==> src/rtl/ref_luma_window_fetch.sv <==
// Reference luma window fetch for one 4x4 inter-predicted block.
// Reads a 9-row x 3-word window around (x0-2, y0-2) from the reference frame
// store. Rows and word columns that fall outside the picture are clamped to
// the edge, and words are byte-replicated at the left/right picture borders.
// Padded words stream out one per cycle with their row/column tags.
module ref_luma_window_fetch #(
  parameter int LUMA_W_WORDS = 44,
  parameter int LUMA_H       = 144
) (
  input  logic        clk,
  input  logic        reset,
  input  logic        start,
  input  logic [9:0]  x0,
  input  logic [9:0]  y0,
  output logic        busy,
  output logic        done,
  output logic        ref_frame_RAM_rd,
  output logic [13:0] ref_frame_RAM_rd_addr,
  input  logic [31:0] ref_frame_RAM_dout,
  output logic        win_valid,
  output logic [31:0] win_data,
  output logic [3:0]  win_row,
  output logic [1:0]  win_col,
  output logic [1:0]  win_xoff
);

  typedef enum logic [1:0] {S_IDLE, S_FETCH, S_DRAIN} state_t;
  typedef enum logic [1:0] {PAD_NONE, PAD_L, PAD_R} pad_t;

  localparam logic signed [10:0] ROW_MAX_S = 11'(LUMA_H - 1);
  localparam logic signed [10:0] COL_MAX_S = 11'(LUMA_W_WORDS - 1);
  localparam logic [13:0]        ROW_MAX_U = 14'(LUMA_H - 1);
  localparam logic [13:0]        COL_MAX_U = 14'(LUMA_W_WORDS - 1);
  localparam logic [13:0]        PITCH     = 14'(LUMA_W_WORDS);

  state_t      state_q, state_d;
  logic [3:0]  rc_q, rc_d;
  logic [1:0]  cc_q, cc_d;
  logic [9:0]  x0_q, x0_d;
  logic [9:0]  y0_q, y0_d;
  logic [1:0]  xoff_q, xoff_d;

  // Read-side pipeline tags travelling one cycle behind each read.
  logic        valid_q;
  logic [3:0]  row_q;
  logic [1:0]  col_q;
  pad_t        pad_q;

  // Address generation signals for the current (rc, cc).
  logic signed [10:0] ry;
  logic signed [10:0] xm;
  logic signed [10:0] wx;
  logic [13:0]        ry_c;
  logic [13:0]        wx_c;
  logic [13:0]        addr_cur;
  pad_t               pad_cur;

  // State, counters and latched block position.
  always_ff @(posedge clk or posedge reset) begin
    if (reset) begin
      state_q <= S_IDLE;
      rc_q    <= '0;
      cc_q    <= '0;
      x0_q    <= '0;
      y0_q    <= '0;
      xoff_q  <= '0;
    end else begin
      state_q <= state_d;
      rc_q    <= rc_d;
      cc_q    <= cc_d;
      x0_q    <= x0_d;
      y0_q    <= y0_d;
      xoff_q  <= xoff_d;
    end
  end

  // Next-state logic: accept start only when idle, walk the window row-major.
  always_comb begin
    state_d = state_q;
    rc_d    = rc_q;
    cc_d    = cc_q;
    x0_d    = x0_q;
    y0_d    = y0_q;
    xoff_d  = xoff_q;
    case (state_q)
      S_IDLE: begin
        if (start) begin
          state_d = S_FETCH;
          rc_d    = '0;
          cc_d    = '0;
          x0_d    = x0;
          y0_d    = y0;
          // Low two bits of (x0 - 2): byte of the first needed pixel.
          xoff_d  = x0[1:0] - 2'd2;
        end
      end
      S_FETCH: begin
        if (cc_q == 2'd2) begin
          cc_d = '0;
          if (rc_q == 4'd8) begin
            rc_d    = '0;
            state_d = S_DRAIN;
          end else begin
            rc_d = rc_q + 4'd1;
          end
        end else begin
          cc_d = cc_q + 2'd1;
        end
      end
      S_DRAIN: begin
        state_d = S_IDLE;
      end
      default: begin
        state_d = S_IDLE;
      end
    endcase
  end

  // Clamp the window position into the picture and form the word address.
  always_comb begin
    ry      = $signed({y0_q[9], y0_q}) - 11'sd2 + $signed({7'b0, rc_q});
    xm      = $signed({x0_q[9], x0_q}) - 11'sd2;
    wx      = (xm >>> 2) + $signed({9'b0, cc_q});
    ry_c    = {3'b0, ry};
    wx_c    = {3'b0, wx};
    pad_cur = PAD_NONE;
    if (ry < 11'sd0) begin
      ry_c = '0;
    end else if (ry > ROW_MAX_S) begin
      ry_c = ROW_MAX_U;
    end
    if (wx < 11'sd0) begin
      wx_c    = '0;
      pad_cur = PAD_L;
    end else if (wx > COL_MAX_S) begin
      wx_c    = COL_MAX_U;
      pad_cur = PAD_R;
    end
    addr_cur = ry_c * PITCH + wx_c;
  end

  // Tag each read with its window position and padding so the returning
  // data can be formatted one cycle later.
  always_ff @(posedge clk or posedge reset) begin
    if (reset) begin
      valid_q <= 1'b0;
      row_q   <= '0;
      col_q   <= '0;
      pad_q   <= PAD_NONE;
    end else begin
      valid_q <= (state_q == S_FETCH);
      if (state_q == S_FETCH) begin
        row_q <= rc_q;
        col_q <= cc_q;
        pad_q <= pad_cur;
      end
    end
  end

  // Edge padding replicates the outermost pixel of the clamped word.
  always_comb begin
    win_data = '0;
    if (valid_q) begin
      case (pad_q)
        PAD_L:   win_data = {4{ref_frame_RAM_dout[7:0]}};
        PAD_R:   win_data = {4{ref_frame_RAM_dout[31:24]}};
        default: win_data = ref_frame_RAM_dout;
      endcase
    end
  end

  assign ref_frame_RAM_rd      = (state_q == S_FETCH);
  assign ref_frame_RAM_rd_addr = ref_frame_RAM_rd ? addr_cur : 14'd0;
  assign busy                  = (state_q != S_IDLE);
  assign done                  = (state_q == S_DRAIN);
  assign win_valid             = valid_q;
  assign win_row               = row_q;
  assign win_col               = col_q;
  assign win_xoff              = xoff_q;

endmodule

==> config.mk <==
export PLATFORM = sky130hd
export DESIGN_NAME = ref_luma_window_fetch
export DESIGN_NICKNAME = d
export VERILOG_FILES = /design/src/rtl/ref_luma_window_fetch.sv
export SDC_FILE = /design/constraint.sdc
export NUM_CORES = 1
export LEC_CHECK = 0
export CORE_MARGIN = 4
export CORE_UTILIZATION = 54
export DETAILED_ROUTE_END_ITERATION = 6
export GPL_TIMING_DRIVEN = 1
export PLACE_DENSITY_LB_ADDON = 0.3
export SYNTH_ARGS = -nofsm -noshare
export SYNTH_HDL_FRONTEND = slang
export SYNTH_SLANG_ARGS = --single-unit
export TNS_END_PERCENT = 5
==> constraint.sdc <==
create_clock -name clk -period 13.3 [get_ports clk]
set_input_delay 2.66 -clock clk [delete_from_list [all_inputs] [get_ports clk]]
set_output_delay 2.66 -clock clk [all_outputs]
set_load 0.02 [all_outputs]
==> results_dict.tcl <==
set metrics [dict create \
    status "completed" \
    clock_path_buffers 2 \
    numCtsBuffers 5 \
    final.min_clock_period_ns 9.45 \
    vias 4055 \
    area.growth.synth_to_final_pct 30.8 \
    postCtsSetupBuffers 0 \
    post_drt_via_cell_ratio 5.42 \
    post-dp-hpwl_mm 8.78 \
    design.core.area_um2 7370 \
    synth_unique_cells 60 \
    ioPinCount 113 \
    nNetsFinal 762 \
    timing.final.max_slew_violations 0 \
    rr_worst_depth 10 \
    antennaDiodeCount 0 \
    postRouteAntennaNets 0 \
    htree_num_levels 2 \
    initial_utilization_pct 56.5 \
    achievable-frequency_ghz 0.106 \
    netlist_top_cells_area "sky130_fd_sc_hd__dfrtp_1 (23%), sky130_fd_sc_hd__ha_1 (14%), sky130_fd_sc_hd__inv_1 (7.4%)" \
    setup.reg_to_reg.worst_slack_ns 10.56 \
    largest_area_contributor_in_the_netlist "sky130_fd_sc_hd__dfrtp_1" \
    die-width_um 95.8 \
    dr.first_iter.drc_count 101 \
    hold_path_class "reg2reg" \
    first_global_vias 3865 \
    sum_of_negative_setup_slack_ns 0 \
    groute.usage.overall_pct 23.3 \
    worst_pin_slew_ns 1.18 \
    number_of_enable_type_register_cells_in_the_synthesized_netlist 0 \
    stdcell_count 748 \
    arrival_ns 6.79 \
    total_standard_cell_area_after_synthesis_um2 4160 \
    timing.critical_path.fanout_max 5 \
    final_hold_fails 0 \
    synth_seq_area_share_pct 22.8 \
    clkLatencyLatePin_ns 0.29 \
    worst_clock_skew_ns 0.00743 \
    postSynthRegisterBits 38 \
    wl_mm 10.6 \
    finalCritPeriodShare_pct 71.1 \
    global_route.overflow_total 0 \
    grt_first_pass_wirelength_mm 17.4 \
    die_area_um2 9180 \
    synth_cells 542 \
    crit_end_element "output pin" \
    globalplace.congestion 0.880 \
    clk_transition_reported_paths_ns 0.08 \
    ys_dominant_reg_cell "sky130_fd_sc_hd__dfrtp_1" \
    drive_above_1_share_pct 2.77 \
    hold_buffers 0 \
    drv.max_cap_violation_count 0 \
    port_buffers 112 \
    tritoncts_clock_tree "built" \
    drtPass1Iterations 6 \
    post_drt_wl_per_cell_um 14.2 \
    ys_async_sr_fraction_pct 100 \
    timing.final.setup_violations 0 \
    slew_headroom_pct 21.2 \
    drcViolationCount 0 \
    maximum_number_of_pins_on_one_net_before_global_route_repair 41 \
    avg_cell_area_syn_um2 7.68 \
    synthesis.yosys.warnings 0 \
    critical_path.startpoint_type "register" \
    setup_repair_after_global_routing_missed_its_margin "no" \
    dp.cells 741 \
    worst_hold_path.num_cells 2 \
    cts_num_sinks 38 \
    antenna_found_initial 0 \
    num_rows 31 \
    cts_root_buffer "sky130_fd_sc_hd__clkbuf_8" \
    synth_top_area_share_pct 22.8 \
    die-height_um 95.8 \
    cts_resized 0 \
    worst_ep_required_time_ns 10.64 \
    path_class "reg2out" \
]
[stage by stage]
stage	hold WS (ns)	cell area (um2)	utilization, %	setup WS (ns)
5_1_grt	0.518	5440	73.9	3.35
4_1_cts	0.485	5440	73.9	3.84
3_3_place_gp	0.458	5370	72.8	4.42
3_5_place_dp	0.467	5370	72.8	4.17
6_report	0.482	5440	73.9	3.85
2_1_floorplan	0.447	4180	-	5.04
[layout by cell type, fill, tap and decap left out, types with 9 or more instances in the layout]
cell,n
sky130_fd_sc_hd__nand3_1,9
sky130_fd_sc_hd__o21ai_0,36
sky130_fd_sc_hd__nor2_1,37
sky130_fd_sc_hd__inv_1,82
sky130_fd_sc_hd__nand2_1,69
sky130_fd_sc_hd__clkdlybuf4s50_1,112
sky130_fd_sc_hd__xor2_1,9
sky130_fd_sc_hd__ha_1,48
sky130_fd_sc_hd__xnor2_1,15
sky130_fd_sc_hd__a21oi_1,46
sky130_fd_sc_hd__fa_1,10
sky130_fd_sc_hd__dfrtp_1,38
sky130_fd_sc_hd__a211oi_1,11
[per-layer routing]
| layer | part of all wire, % | track usage (%) |
|---|---|---|
| met1 | 43 | 29.3 |
| met2 | 50 | 43.0 |
| met3 | 5.5 | 2.58 |
| met4 | 1.3 | 4.86 |
| met5 | 0 | 0 |
[path summary, 6_finish.rpt]
kind,end,startpoint
worst max register to register,pad_q[1]$_DFFE_PP0P_,x0_q[1]$_DFFE_PP0P_
worst min-delay path,win_col[0]$_DFFE_PP0P_,win_col[0]$_DFFE_PP0P_
worst min register to register,win_col[0]$_DFFE_PP0P_,win_col[0]$_DFFE_PP0P_
max in group asynchronous,x0_q[6]$_DFFE_PP0P_,reset
worst max-delay path,ref_frame_RAM_rd_addr[13],rc_q[1]$_DFFE_PP0P_
min in group asynchronous,y0_q[0]$_DFFE_PP0P_,reset
[area by class of cell]
type                       count  area [um2]
multi-input combinational    407        2840
clock inverter                 2        10.0
inverter                      83         312
clock buffer                   5        68.8
timing repair buffer         114        1140
fill                         589        1930
tap                           99         124
sequential                    38         951
[critical path, cell delays in order, from the launching register on]
cell	delay, ns
sky130_fd_sc_hd__dfrtp_1	0.38
sky130_fd_sc_hd__inv_1	0.09
sky130_fd_sc_hd__ha_1	0.28
sky130_fd_sc_hd__inv_1	0.04
sky130_fd_sc_hd__ha_1	0.22
sky130_fd_sc_hd__fa_1	0.43
sky130_fd_sc_hd__a21o_1	0.18
sky130_fd_sc_hd__a211oi_1	0.31
sky130_fd_sc_hd__o21a_1	0.17
sky130_fd_sc_hd__nor2_1	0.04
sky130_fd_sc_hd__o41a_1	0.41
sky130_fd_sc_hd__nor2_1	0.21
sky130_fd_sc_hd__a21boi_0	0.22
sky130_fd_sc_hd__ha_1	0.34
sky130_fd_sc_hd__inv_1	0.05
sky130_fd_sc_hd__fa_1	0.49
sky130_fd_sc_hd__inv_1	0.04
sky130_fd_sc_hd__ha_1	0.35
sky130_fd_sc_hd__a211o_1	0.37
sky130_fd_sc_hd__a2111o_1	0.37
sky130_fd_sc_hd__o311ai_0	0.20
sky130_fd_sc_hd__nand4_1	0.22
sky130_fd_sc_hd__nor3_1	0.28
sky130_fd_sc_hd__xnor2_1	0.10
sky130_fd_sc_hd__nor2_1	0.09
sky130_fd_sc_hd__clkdlybuf4s50_1	0.60
[flip-flops by register name, summed over array words and instances, names as in the netlist]
signal / cells
cc_q: 2
pad_q: 2
rc_q: 4
state_q: 2
win_col: 2
win_row: 4
win_valid: 1
win_xoff: 1
x0_q: 10
y0_q: 10
[cell usage after synthesis (all sizes together) (8+ instances only)]
| master | n |
|---|---|
| a21oi | 46 |
| ha | 48 |
| and2 | 8 |
| xnor2 | 16 |
| o21ai | 38 |
| nand2 | 69 |
| a221o | 8 |
| nand3 | 10 |
| xor2 | 9 |
| inv | 82 |
| dfrtp | 38 |
| nor2 | 38 |
| clkbuf | 14 |
| fa | 10 |
| nor3 | 8 |
| a211oi | 12 |
[logic make-up (layout without fill, tap and decap cells)]
group / after synthesis / count (layout) / synth area share, %
other: 2 / 7 / 0.180
DFF: 38 / 38 / 22.8
AOI/OAI and AO/OA: 159 / 159 / 25.0
buffers and inverters: 102 / 204 / 9.32
and+or+nand+nor: 156 / 156 / 17.2
adders and majority gates: 58 / 58 / 19.2
xor gates and xnor gates: 25 / 25 / 5.71
muxes: 2 / 2 / 0.481
Power is left out: the tool's default activity adds up to more than one toggle a clock period on the data nets, which glitch-free logic cannot reach.
